`src/rtl/bit_serializer_pkg.sv`:
```
// Shared definitions for bit_serializer: FSM state encoding and parity-bit count.
// Defining BIT_SERIALIZER_PARITY_EN appends an even-parity bit to every frame.
package bit_serializer_pkg;

    typedef logic [0:0] state_t;

    localparam state_t ST_IDLE  = 1'b0;
    localparam state_t ST_SHIFT = 1'b1;

`ifdef BIT_SERIALIZER_PARITY_EN
    localparam int PARITY_BITS = 1;
`else
    localparam int PARITY_BITS = 0;
`endif

endpackage

```
`src/rtl/bit_serializer.sv`:
```
// Parallel-to-serial converter with bit-rate enable and back-to-back framing.
// Optional even-parity trailer bit when BIT_SERIALIZER_PARITY_EN is defined.
module bit_serializer
    import bit_serializer_pkg::*;
#(
    parameter int WIDTH     = 8,
    parameter bit MSB_FIRST = 1'b1
) (
    input  logic             clk,
    input  logic             rst,
    input  logic             en,
    input  logic [WIDTH-1:0] s_data,
    input  logic             s_valid,
    output logic             s_ready,
    output logic             dout,
    output logic             dout_valid,
    output logic             dout_first,
    output logic             busy
);

    localparam int FL    = WIDTH + PARITY_BITS;
    localparam int CNT_W = $clog2(FL + 1);
    localparam logic [CNT_W-1:0] CNT_FL  = CNT_W'(FL);
    localparam logic [CNT_W-1:0] CNT_ONE = CNT_W'(1);

    state_t           r_state;
    logic [CNT_W-1:0] r_cnt;
    logic [FL-1:0]    r_sreg;
    logic             r_dout;
    logic             r_dout_valid;
    logic             r_dout_first;

    logic [WIDTH-1:0] w_ordered;
    logic [FL-1:0]    w_frame;
    logic             w_last;
    logic             w_accept;

    // Reorder the word so the first emitted bit always sits at the top.
    always_comb begin
        w_ordered = '0;
        for (int i = 0; i < WIDTH; i++) begin
            w_ordered[i] = MSB_FIRST ? s_data[i] : s_data[WIDTH-1-i];
        end
    end

`ifdef BIT_SERIALIZER_PARITY_EN
    assign w_frame = {w_ordered, ^s_data};
`else
    assign w_frame = w_ordered;
`endif

    assign w_last   = (r_cnt == CNT_FL);
    assign s_ready  = en & ((r_state == ST_IDLE) | ((r_state == ST_SHIFT) & w_last));
    assign w_accept = s_valid & s_ready;

    always_ff @(posedge clk or posedge rst) begin
        if (rst) begin
            r_state      <= ST_IDLE;
            r_cnt        <= '0;
            r_sreg       <= '0;
            r_dout       <= 1'b0;
            r_dout_valid <= 1'b0;
            r_dout_first <= 1'b0;
        end else begin
            r_dout_valid <= 1'b0;
            r_dout_first <= 1'b0;
            if (en) begin
                if (w_accept) begin
                    r_sreg       <= w_frame << 1;
                    r_dout       <= w_frame[FL-1];
                    r_dout_valid <= 1'b1;
                    r_dout_first <= 1'b1;
                    r_cnt        <= CNT_ONE;
                    r_state      <= ST_SHIFT;
                end else if (r_state == ST_SHIFT) begin
                    if (!w_last) begin
                        r_sreg       <= r_sreg << 1;
                        r_dout       <= r_sreg[FL-1];
                        r_dout_valid <= 1'b1;
                        r_cnt        <= r_cnt + CNT_ONE;
                    end else begin
                        // Frame complete with nothing queued: dout keeps its last bit.
                        r_state <= ST_IDLE;
                        r_cnt   <= '0;
                    end
                end else begin
                    r_dout <= 1'b0;
                end
            end
        end
    end

    assign dout       = r_dout;
    assign dout_valid = r_dout_valid;
    assign dout_first = r_dout_first;
    assign busy       = (r_state == ST_SHIFT);

endmodule

```
`config.mk`:
```
export PLATFORM = sky130hd
export DESIGN_NAME = bit_serializer
export DESIGN_NICKNAME = d
export VERILOG_FILES = /design/src/rtl/bit_serializer_pkg.sv /design/src/rtl/bit_serializer.sv
export SDC_FILE = /design/constraint.sdc
export NUM_CORES = 1
export LEC_CHECK = 0
export CAP_MARGIN = 15
export CORE_ASPECT_RATIO = 1.25
export CORE_MARGIN = 2
export CORE_UTILIZATION = 30
export CTS_BUF_LIST = sky130_fd_sc_hd__clkbuf_16
export DETAILED_ROUTE_END_ITERATION = 8
export GPL_TIMING_DRIVEN = 0
export HOLD_SLACK_MARGIN = 0.06
export PLACE_DENSITY = 0.6
export SYNTH_ARGS = -nofsm -noshare
export SYNTH_HDL_FRONTEND = slang
export SYNTH_SLANG_ARGS = --single-unit
```
`constraint.sdc`:
```
create_clock -name clk -period 1.72 [get_ports clk]
set_input_delay 0.344 -clock clk [delete_from_list [all_inputs] [get_ports clk]]
set_output_delay 0.344 -clock clk [all_outputs]
set_load 0.1 [all_outputs]
```
==> summary.md <==
| Metric | Value |
|---|---|
| Status | `finished, violations left` |
| Failing checks | `negative setup slack` |
| Final worst path period need | `~1700 ps` |
| Multi-input gate area | `399 sq um` |
| CTS tree | `yes` |
| Ys Warns | `0` |
| Pins over their slew limit | `0` |
| Register area share after synthesis | `a little under half` |
| Tot GR Track Use | `12.5%` |
| Total Die Area | `3130 sq um` |
| Remaining global-route overflow | `0` |
| Global placer's final weighted congestion | `0.763` |
| Clock slew at reported path FFs | `roughly 50 ps` |
| Fillers | `264` |
| Synthesized area per cell | `10.9 sq um` |
| Hold Vio Cnt, Final | `0` |
| Pin count of the biggest net entering global routing | `16` |
| Period utilization | `101%` |
| Critical Setup Path Class | `reg2out` |
| CP Max Fanout | `4` |
| Routed via count | `between 600 and 700` |
| Worst Clk Skew | `1.15 ps` |
| I/O Pins | `17` |
| Setup TNS | `-14.7 ps` |
| IO Port Bufs | `14` |
| Cell count after synthesis | `74` |
| Layout Nets | `113` |
| CTS Root Cell | `clkbuf_16` |
| WP data arrival | `1390 ps` |
| Sequential Area | `379 sq um` |
| Startpoint type of the worst setup path | `register` |
| Clock buffer depth | `2` |
| Slew HR | `~61%` |
| DRT Pass-1 Iters | `4` |
| Global-route wire length before repair | `2.82 mm` |
| H-tree level count | `1` |
| Max Cap Violations | `0` |
| Critical Path End Type | `output port` |
| Number of buffers created by CTS | `3` |
| Hold_ws | `about 320 ps` |
| #FFs+latches synth | `15` |
| Worst-Margin Slew | `583 ps` |
| Post-route worst setup slack | `-14.7 ps` |
| Core Footprint | `2630 sq um` |
| Skew-Pair Late Insertion Delay | `approximately 250 ps` |
| Detail Route Antenna Nets | `0` |
| Synthesized Nets | `88` |
| Cell Chain, Critical Path | `inv_2, ha_4, nand3b_4, a21oi_4, buf_12` |
| Layout cells sized above 1 | `31.6%` |
| Peak supply drop | `around 0.42 mV` |
| PD cells | `1330 nW/um^2` |
| Layout area overhead | `44.8%` |
| Post-CTS Hold Fix Bufs | `0` |
| Vias in the first global route | `577` |
| Placed wire-length estimate | `1.17 mm` |
| Synthesized area | `810 sq um` |
| Leakage power | `around 0.52 nW` |
| Initial antenna violation count | `0` |
| Highest Clock Rate | `between 500 and 600 MHz` |
| Vias/cell | `5.07` |
| Pre-CTS WS | `-723 ps` |
| Worst hold path type | `in2reg` |
| Die Wd | `50.5 um` |
| Routed WL | `between 1.5 and 2 mm` |
| N_diodes | `0` |
| CTS Sinks | `15` |
| Leading cell type in the layout, fill and taps excluded | `dfrtp_1` |
| Placed cell count | `122` |
| # DRC | `0` |
| RSZ-0062 raised after global routing | `yes` |
| Row cnt | `21` |
| CP max-delay cell | `dfrtp_1` |
| Core Util, Final | `44.6%` |
| Starting Density | `30.8%` |
| Cell variety after synth | `29` |
| Starting DRT DRC Count | `21` |
| Routed len/inst | `13.8 um` |
| DIE HEIGHT | `62.1 um` |
| Critical Path RT | `1380 ps` |
| Fin cells | `132` |
| Commonest cells after routing, fill and taps aside | `dfrtp_1 (14), clkdlybuf4s50_1 (9), buf_4 (7)` |
| Final Setup Violations | `1` |
| Largest stage delay, worst path | `410 ps` |
[cell usage after synthesis]
cell        n  area (sq um)
a2111oi_2   1          15.0
a211oi_1    2          15.0
a21o_1      1          7.51
a21oi_1     3          15.0
a21oi_4     1          16.3
a221o_1     6          60.1
a22o_1      1          8.76
a31oi_1     2          12.5
and2b_1     1          7.51
and3b_1     1          8.76
buf_4       2          15.0
buf_6       2          22.5
dfrtp_1    15           375
ha_1        2          25.0
inv_1       8          30.0
nand2_1     3          11.3
nand2_2     2          12.5
nand2b_1    1          6.26
nand3_1     2          10.0
nand3b_2    1          11.3
nand4bb_1   1          11.3
nor2b_1     1          6.26
nor3_1      1          5.00
nor3_2      1          10.0
nor3b_1     6          45.0
o21a_1      1          7.51
o21ai_0     4          20.0
o31ai_2     1          12.5
or3_1       1          6.26
[cell families after synthesis]
| family | share of synthesized area, % |
|---|---|
| AND/OR/NAND/NOR | 18.7 |
| adder cells (fa/ha/maj) | 3.09 |
| AO/OA/AOI/OAI | 23.5 |
| buffers and inverters | 8.35 |
| flip-flops | 46.4 |
[timing repair]
action / 4_1_cts / 5_1_grt
setup endpoints to repair: 5 / 1
endpoints found under the hold margin: 0 / 0
gates resized for setup: 22 / 1
pin swaps: 0 / 2
buffers inserted: 0 / 6
[cell type report]
class,count,share of cell area (%)
Timing Repair Buffer,20,17.1
Tap cell,34,3.63
Inverter,8,2.56
Sequential cell,15,32.3
Buffer,4,3.52
Multi-Input combinational cell,47,34.0
Clock inverter,1,0.427
Clock buffer,3,6.40
[critical path, delay by kind of cell (launching register included)]
kind / cells / cell delay (ps)
flip-flops: 1 / 410
buffers and inverters: 2 / 280
AO/OA/AOI/OAI: 1 / 190
adder cells (fa/ha/maj): 1 / 150
AND/OR/NAND/NOR: 1 / 100
[metrics by stage]
step	power (mW)	cell area, sq um
final	1.56	1170
after global routing	1.64	1170
after detailed placement	1.03	1030
after floorplan	0.913	850
after global placement	1.02	1030
after CTS	1.51	1130
[layer usage]
metal	part of all wire (%)	wire length, um	GRT usage, %	vias to the layer above
met2	50	912	18.2	17
met3	4.5	82	2.63	6
li1	-	-	-	322
met5	0	0	0	-
met1	42	759	16.1	324
met4	3.5	63	10.4	0
[registers in the layout (all words and copies together) (netlist names)]
signal / count
r_sreg: 7
dout_valid: 1
dout_first: 1
busy: 1
dout: 1
r_cnt: 4
[path summary, 6_finish.rpt]
check	end	slack [ps]	start	cells after the start
setup / recovery	s_ready	-10	r_cnt[1]$_DFFE_PP0P_	5
hold / removal	busy$_DFFE_PP0P_	320	en	2
setup reg to reg	r_sreg[5]$_DFFE_PP0P_	180	r_cnt[1]$_DFFE_PP0P_	6
hold reg to reg	r_sreg[1]$_DFFE_PP0P_	500	r_sreg[1]$_DFFE_PP0P_	1
max in group asynchronous	busy$_DFFE_PP0P_	830	rst	2
min in group asynchronous	r_cnt[0]$_DFFE_PP0P_	460	rst	2
[power by group]
| group | total [mW] | internal (mW) | leakage, nW | switching [mW] |
|---|---|---|---|---|
| clock network | 0.461 | 0.311 | 0.0409 | 0.150 |
| registers | 0.531 | 0.447 | 0.188 | 0.0842 |
| logic | 0.563 | 0.264 | 0.296 | 0.299 |
| total | 1.56 | 1.02 | 0.525 | 0.533 |
(Power assumes the default switching activity.)
